==> src/rtl/imm_encode_if.sv <==
// ---------------------------------------------------------------
// imm_encode_if : request/response handshake bundle for imm_encode
// Revision: 1.0
// ---------------------------------------------------------------
`default_nettype none

interface imm_encode_if;
  logic        in_valid;
  logic        in_ready;
  logic [31:0] in_imm;
  logic [2:0]  in_immsrc;
  logic [31:0] in_tmpl;
  logic        out_valid;
  logic        out_ready;
  logic [31:0] out_instr;
  logic        out_err;

  modport master (
    output in_valid, in_imm, in_immsrc, in_tmpl, out_ready,
    input  in_ready, out_valid, out_instr, out_err
  );

  modport slave (
    input  in_valid, in_imm, in_immsrc, in_tmpl, out_ready,
    output in_ready, out_valid, out_instr, out_err
  );
endinterface

`default_nettype wire

==> src/rtl/imm_encode.sv <==
// ---------------------------------------------------------------
// imm_encode : scatters an immediate into RV32I instruction fields
//              behind a one-deep valid/ready output register
// Revision: 1.0
// ---------------------------------------------------------------
`default_nettype none

module imm_encode #(
  parameter int CNT_W = 16
) (
  input  logic             clk,
  input  logic             reset_n,
  imm_encode_if.slave      bus,
  input  logic             cnt_clr,
  output logic [CNT_W-1:0] enc_count,
  output logic [CNT_W-1:0] err_count
);

  localparam logic [2:0] FMT_I = 3'b000;
  localparam logic [2:0] FMT_S = 3'b001;
  localparam logic [2:0] FMT_B = 3'b010;
  localparam logic [2:0] FMT_J = 3'b011;
  localparam logic [2:0] FMT_U = 3'b100;

  logic [31:0] imm;
  logic [31:0] field;
  logic [31:0] mask;
  logic [31:0] enc_word;
  logic        enc_err;
  logic        sext11;
  logic        sext12;
  logic        sext20;
  logic        accept;
  logic        valid_q;
  logic [31:0] instr_q;
  logic        err_q;

  assign imm = bus.in_imm;

  // An upper slice that is all-ones or all-zeros means the value fits the field.
  assign sext11 = (&imm[31:11]) | ~(|imm[31:11]);
  assign sext12 = (&imm[31:12]) | ~(|imm[31:12]);
  assign sext20 = (&imm[31:20]) | ~(|imm[31:20]);

  always_comb begin
    field   = {imm[11:0], 20'b0};
    mask    = 32'hFFF0_0000;
    enc_err = ~sext11 | (bus.in_immsrc != FMT_I);
    case (bus.in_immsrc)
      FMT_S: begin
        field   = {imm[11:5], 13'b0, imm[4:0], 7'b0};
        mask    = 32'hFE00_0F80;
        enc_err = ~sext11;
      end
      FMT_B: begin
        field   = {imm[12], imm[10:5], 13'b0, imm[4:1], imm[11], 7'b0};
        mask    = 32'hFE00_0F80;
        enc_err = ~sext12 | imm[0];
      end
      FMT_J: begin
        field   = {imm[20], imm[10:1], imm[11], imm[19:12], 12'b0};
        mask    = 32'hFFFF_F000;
        enc_err = ~sext20 | imm[0];
      end
      FMT_U: begin
        field   = {imm[31:12], 12'b0};
        mask    = 32'hFFFF_F000;
        enc_err = |imm[11:0];
      end
      default: begin
        field   = {imm[11:0], 20'b0};
        mask    = 32'hFFF0_0000;
        enc_err = ~sext11 | (bus.in_immsrc != FMT_I);
      end
    endcase
    enc_word = (bus.in_tmpl & ~mask) | field;
  end

  assign bus.in_ready = ~valid_q | bus.out_ready;
  assign accept       = bus.in_valid & bus.in_ready;

  always_ff @(posedge clk) begin
    if (!reset_n) begin
      valid_q <= 1'b0;
      instr_q <= 32'h0;
      err_q   <= 1'b0;
    end else if (accept) begin
      valid_q <= 1'b1;
      instr_q <= enc_word;
      err_q   <= enc_err;
    end else if (bus.out_ready) begin
      valid_q <= 1'b0;
    end
  end

  assign bus.out_valid = valid_q;
  assign bus.out_instr = instr_q;
  assign bus.out_err   = err_q;

  // Clear takes priority, so a request landing on the clear edge is not counted.
  always_ff @(posedge clk) begin
    if (!reset_n || cnt_clr) begin
      enc_count <= '0;
      err_count <= '0;
    end else if (accept) begin
      enc_count <= enc_count + CNT_W'(1);
      if (enc_err && (err_count != {CNT_W{1'b1}}))
        err_count <= err_count + CNT_W'(1);
    end
  end

endmodule

`default_nettype wire
==> src/flat_wrapper.sv <==
// flat-port wrapper written by rule: the top's interface ports become plain ports
module imm_encode_flat 
#(
  parameter int CNT_W = 16
)
  (clk, reset_n, cnt_clr, enc_count, err_count, bus_in_valid, bus_in_imm, bus_in_immsrc, bus_in_tmpl, bus_out_ready, bus_in_ready, bus_out_valid, bus_out_instr, bus_out_err);
  imm_encode_if bus_i ();
  input  logic clk;
  input  logic reset_n;
  input  logic cnt_clr;
  output logic [CNT_W-1:0] enc_count;
  output logic [CNT_W-1:0] err_count;
  input wire logic [$bits(bus_i.in_valid)-1:0] bus_in_valid;
  input wire logic [$bits(bus_i.in_imm)-1:0] bus_in_imm;
  input wire logic [$bits(bus_i.in_immsrc)-1:0] bus_in_immsrc;
  input wire logic [$bits(bus_i.in_tmpl)-1:0] bus_in_tmpl;
  input wire logic [$bits(bus_i.out_ready)-1:0] bus_out_ready;
  output wire logic [$bits(bus_i.in_ready)-1:0] bus_in_ready;
  output wire logic [$bits(bus_i.out_valid)-1:0] bus_out_valid;
  output wire logic [$bits(bus_i.out_instr)-1:0] bus_out_instr;
  output wire logic [$bits(bus_i.out_err)-1:0] bus_out_err;
  assign bus_i.in_valid = bus_in_valid;
  assign bus_i.in_imm = bus_in_imm;
  assign bus_i.in_immsrc = bus_in_immsrc;
  assign bus_i.in_tmpl = bus_in_tmpl;
  assign bus_i.out_ready = bus_out_ready;
  assign bus_in_ready = bus_i.in_ready;
  assign bus_out_valid = bus_i.out_valid;
  assign bus_out_instr = bus_i.out_instr;
  assign bus_out_err = bus_i.out_err;
  imm_encode #(.CNT_W(CNT_W)) u_core (.clk(clk), .reset_n(reset_n), .bus(bus_i), .cnt_clr(cnt_clr), .enc_count(enc_count), .err_count(err_count));
endmodule
==> config.mk <==
export PLATFORM = sky130hd
export DESIGN_NAME = imm_encode_flat
export DESIGN_NICKNAME = d
export VERILOG_FILES = /design/src/rtl/imm_encode_if.sv /design/src/rtl/imm_encode.sv /design/src/flat_wrapper.sv
export SDC_FILE = /design/constraint.sdc
export NUM_CORES = 1
export LEC_CHECK = 0
export ABC_AREA = 1
export BUFFER_PORTS_ARGS = -buffer_cell sky130_fd_sc_hd__buf_4
export CAP_MARGIN = 20
export CORE_ASPECT_RATIO = 1.5
export CORE_MARGIN = 10
export CORE_UTILIZATION = 53
export DETAILED_ROUTE_END_ITERATION = 16
export PLACE_DENSITY = 0.94
export SKIP_LAST_GASP = 1
export SYNTH_ARGS = -nofsm -noshare
export SYNTH_HDL_FRONTEND = slang
export SYNTH_SLANG_ARGS = --single-unit
==> constraint.sdc <==
create_clock -name clk -period 2.9 [get_ports clk]
set_input_delay 0.145 -clock clk [delete_from_list [all_inputs] [get_ports clk]]
set_output_delay 0.145 -clock clk [all_outputs]
set_load 0.005 [all_outputs]
# Word level (Yosys, flattened, before mapping)
# Cells that the tools add are included.
[word_totals]
word_cells = 50
output_inout_bits = 67
ff_bits = 66
inputBits = 72
[classes]
mux = 5
addsub = 2
n_bitwise = 18
n_reduce_logical = 15
n_eq_ne = 5
[ops]
columns = ["operator", "count"]
rows = [
  ["case mux 32 bit (4 select lines)", 1],
  ["case mux 25 bit (2 select lines)", 1],
  ["adder 16 x 1 -> 16 bit (second input constant)", 2],
  ["AND 32 bit", 1],
  ["inverter 32 bit", 1],
  ["OR 32 bit", 1],
  ["OR reduction 12 bit", 2],
  ["AND reduction 21 bit", 1],
  ["OR reduction 21 bit", 1],
  ["AND reduction 20 bit", 1],
  ["OR reduction 20 bit", 1],
  ["inequality test 16 bit (second input constant)", 1],
  ["AND reduction 12 bit", 1],
  ["inverter 1 bit", 7],
  ["OR 1 bit", 7],
  ["equality test 3 x 2 -> 1 bit (second input constant)", 2],
  ["case mux 1 bit (4 select lines)", 1],
  ["OR reduction 2 bit", 2],
  ["equality test 3 x 1 -> 1 bit (second input constant)", 1],
  ["equality test 3 bit (second input constant)", 1],
  ["nonzero test 3 bit", 1],
  ["2-to-1 mux 1 bit", 2],
  ["AND reduction 2 bit", 1],
  ["nonzero test 2 bit", 1],
  ["other kinds (4)", 4],
]

# Depth between registers and ports, before layout
[depth]
word_depth = 8
depth_mapped = 14
ltp_nobuf = 14

# Worst setup path after synthesis
# No wires, ideal clock.
[synth_path]
path_type = "register -> register"
start = "register u_core.err_count[0]"
end = "register u_core.err_count[11]"
required_time_ns = 2.761
t_arrival_ns = 1.525
setup_slack_ns = 1.235
stages_incl_launch_ff = 10
setup_ns = 0.139
period_less_slack_ns = 1.665
path_cell_list = "dfxtp_1 ha_1 nand2_1 nor2_4 nand2_2 nor2_2 nand4_4 clkbuf_1 nand4_1 a21oi_2"
[synth_via]
elab_chain_cells = 3
word_cells_on_any_way = 4
[synth_rtl]
columns = ["element", "line_no", "rtl"]
rows = [
  ["from (decl)", "imm_encode.sv:16", "output logic [CNT_W-1:0] err_count"],
  ["from (signal assigned)", "imm_encode.sv:108", "err_count <= err_count + CNT_W'(1);"],
  ["parallel branches: the longest is 3 deep, another holds adder 16 x 1 -> 16 bit", "-", ""],
]
# Parallel ways; which one is timed is not known.
# A chain may end at the register's enable or synchronous reset.

# Final worst setup path
[layout_path]
start = "register u_core.valid_q, in the netlist u_core.bus.out_valid"
end = "register u_core.enc_count[13]"
[layout_via]
elab_chain_cells = 3
[layout_rtl]
columns = ["element", "line_no", "rtl"]
rows = [
  ["from (decl)", "imm_encode.sv:34", "logic valid_q;"],
  ["from (signal assigned)", "imm_encode.sv:84", "valid_q <= 1'b0;"],
  ["from (signal assigned)", "imm_encode.sv:88", "valid_q <= 1'b1;"],
  ["from (signal assigned)", "imm_encode.sv:92", "valid_q <= 1'b0;"],
  ["inverter 1 bit", "imm_encode.sv:79", "assign bus.in_ready = ~valid_q | bus.out_ready;"],
  ["OR 1 bit", "imm_encode.sv:79", ""],
  ["AND 1 bit", "imm_encode.sv:80", "assign accept = bus.in_valid & bus.in_ready;"],
  ["to (signal assigned)", "imm_encode.sv:106", "enc_count <= enc_count + CNT_W'(1);"],
  ["to (decl)", "imm_encode.sv:15", "output logic [CNT_W-1:0] enc_count,"],
]
# Every way passes these cells.

==> results.md <==
* FP Rows at 36
* Avg WL per Cell at around 16 um
* Syn Area/Cell at 6.90 um2
* N_diodes at 0
* Dominant cells by area after synthesis: dfxtp_1 37%, nand2_1 11%, inv_1 7.0%, nor2_1 6.4%, a21oi_1 4.8%
* Final min period at around 2 ns
* Maxcap violations at 0
* Clock power frac at between 30% and 40%
* Top cell type's share of synthesized area at between 30 and 40%
* Total CTS buffers at 9
* Die Ht at approximately 120 um
* Root Buffer: clkbuf_8
* DRT Wirelength at roughly 12000 um
* CTS H-tree depth at 3
* # DRC at 0
* Tightest Hold Check Type: primary input to flop
* Status: finished clean
* Final #Nets at just over 700
* Layout cell share with drive strength beyond 1 at 27.4%
* Detail Route Antenna Nets at 0
* Count leader, synth: nand2_1
* Max VDD drop at 0.290 mV
* WP data required at 3.14 ns
* Cell leakage power at 2.21 nW
* Most area-hungry cell type in the Yosys netlist: dfxtp_1
* Vias in the first global route at ~4200
* Clock Latency Late Sink at 0.35 ns
* Unrepaired setup endpoints after global routing: false
* Port-buffer cells at around 130
* Post-synth EDFFs at 0
* Top cell family by delay on the critical path: simple AND/OR/NAND/NOR gates
* Clk buf depth at 2
* PD cells at 450 mW/mm2
* WS Path Type: flop to flop
* Area Overhead vs Synth at 34.8%
* Hpwl dp at about 9100 um
* Critical Path Max Stage Delay at roughly 0.32 ns
* Core ar. at 0.00649 mm2
* Design area at between 0.004 and 0.005 mm2
* WP data arrival at 2.27 ns
* Dpl cell area at between 0.004 and 0.005 mm2
* Via Count at between 4000 and 5000
* Yosys warning count at 0
* Fin. max-slew vios at 0
* Seq/Total Area, Yosys at 37.4%
* Setup TNS at 0 ns
* CP most frequent cell: nand2_1
* CTS Sinks at between 60 and 70
* Worst-path cell chain: nand2_2 > nand2_2 > nor3_2 > nand2_1 > nor2_1 > nand4_1 > nor3_2 > nand2_1 > nand2_1 > nor2_1
* Postcts setup bufs at 0
* TritonCTS clock tree: done
* Final Hold Viols at 0
* Synth Register Bits at 66
* Post-Syn Area at around 0.0035 mm2
* Int Pwr at 1.57 mW
* Period utilisation layout at 70.2%
* PnR Total Power at 2.14 mW
* GRT overflow at 0
* First-pass GRT wire length at between 15000 and 20000 um
* Tightest Pin Transition at between 0.8 and 0.9 ns
* Critical path peak fanout at 24
* Synth Instances at 513
* Largest net degree at the start of global routing at 38
* Bufs and invs on worst path at 0
* Via/cell ratio at 5.61
* Sw Ratio at between 20% and 30%
* P_sw at between 0.5 and 0.6 mW
* Register area at ~0.0013 mm2
* Initial Utilization at between 50% and 60%
* Final setup skew at 0.00981 ns
* Area of the multi-input gates at between 0.0015 and 0.002 mm2
* Gr usage total at between 20 and 25%
* Fmax at 0.491 GHz
* Flop pwr share at around 45%
* I/O pins at around 140
* Distinct cells, synth at 37
* Post-CTS Hold Buffers at 0
* Die W at between 80 and 90 um
* Async SR Flop Fraction at 0%
* Post-synth top cells: 108 x nand2_1, 66 x dfxtp_1, 66 x inv_1
* Routability cong. at 0.942
* Synthesized net count at about 590
* Fin util at between 70% and 80%
* Initial antenna violation count at 0
* Crit start category: flop
* DIE AREA at roughly 0.010 mm2
* Slew HR at approximately 44%
* # setup viols final at 0
* Fill cells at slightly above 500
* CP endpoint kind: flop
* Initial DRT Pass Iterations at 5
* Post_cts resized at 0
* Worst path slowest cell: dfxtp_1
* Top_reg_cell synth: dfxtp_1
* Initial DRC count at 237
* Comb power frac at between 10% and 20%
* CTS clk-pin slew, worst paths at 0.07 ns
[cell usage in the layout (no fill, tap or decap), drive strengths merged]
master / netlist / layout
inv: 71 / 71
nor3b: 1 / 1
clkinv: 0 / 3
nor3: 11 / 11
a22oi: 4 / 4
nor4: 3 / 3
o211ai: 20 / 20
o21ai: 26 / 26
o22ai: 2 / 2
xnor2: 5 / 5
dfxtp: 66 / 66
ha: 2 / 2
clkbuf: 9 / 12
nand3b: 1 / 1
xor2: 10 / 10
buf: 10 / 133
nand3: 28 / 28
a21oi: 41 / 41
o21a: 1 / 1
a221oi: 1 / 1
bufinv: 0 / 1
a31oi: 2 / 2
a211oi: 1 / 1
nand4: 23 / 23
nand2: 112 / 112
a2111oi: 1 / 1
nor2: 62 / 62
[worst register-to-register path: cells and delay by family (launching register included)]
family / cells / cell delay [ns]
flip-flops: 1 / 0.32
AND/OR/NAND/NOR: 10 / 1.62
[power groups by stage]
stage | Combinational [mW] | Sequential, mW | Clock, mW
after global placement | 0.332 | 0.989 | 0
after CTS | 0.344 | 0.970 | 0.836
after global routing | 0.381 | 0.975 | 0.874
after floorplan | 0.151 | 0.992 | 0
final | 0.346 | 0.970 | 0.829
after detailed placement | 0.343 | 0.990 | 0
[layout make-up]
| cell class | instances | area share (%) |
|---|---|---|
| sequential | 66 | 27.7 |
| timing repair buffer | 133 | 21.2 |
| tap | 76 | 1.99 |
| inverter | 71 | 5.59 |
| multi-input combinational | 357 | 39.0 |
| clock inverter | 4 | 1.02 |
| clock buffer | 12 | 3.46 |
[cells by family (layout without fill, tap and decap cells)]
| group | count (synthesis) | in the layout | share of synthesized area (%) |
|---|---|---|---|
| DFF | 66 | 66 | 37.4 |
| AOI/OAI and AO/OA | 99 | 99 | 16.9 |
| xor gates and xnor gates | 15 | 15 | 3.71 |
| adders and majority gates | 2 | 2 | 0.707 |
| and+or+nand+nor | 241 | 241 | 31.2 |
| buffers and inverters | 90 | 220 | 10.1 |
[sequential cells by signal, indices dropped and copies added, names as in the netlist]
name,flops
u_core.err_count,16
u_core.bus.out_err,1
u_core.bus.out_instr,32
u_core.bus.out_valid,1
u_core.enc_count,16
[final timing paths]
kind                                           from                                   end  slack (ns)  depth (start not counted)
setup / recovery  u_core.bus.out_valid$_SDFFE_PN0P_     u_core.enc_count[13]$_SDFFE_PP0P_        0.86                         10
hold / removal                       bus_in_tmpl[2]  u_core.bus.out_instr[2]$_SDFFE_PN0P_        0.05                          3
setup reg to reg  u_core.bus.out_valid$_SDFFE_PN0P_     u_core.enc_count[13]$_SDFFE_PP0P_        0.86                         10
hold reg to reg   u_core.enc_count[15]$_SDFFE_PP0P_     u_core.enc_count[15]$_SDFFE_PP0P_        0.47                          2
[layer usage]
metal | global-route usage [%] | vias to the layer above | wire length [um]
met5 | 0 | - | 0
met4 | 11.3 | 0 | 443
met3 | 8.73 | 43 | 1060
met2 | 41.0 | 199 | 6180
met1 | 20.9 | 1838 | 4130
li1 | - | 1955 | -
[per-stage QoR]
stage               cells  setup WS [ns]  hold slack [ns]
floorplan             513           1.24            0.283
global placement      703          0.967            0.397
detailed placement    703          0.912            0.409
CTS                   719          0.890           0.0394
global route          719          0.663           0.0508
finish                719          0.864           0.0479
Power figures use the tool's default switching activity.
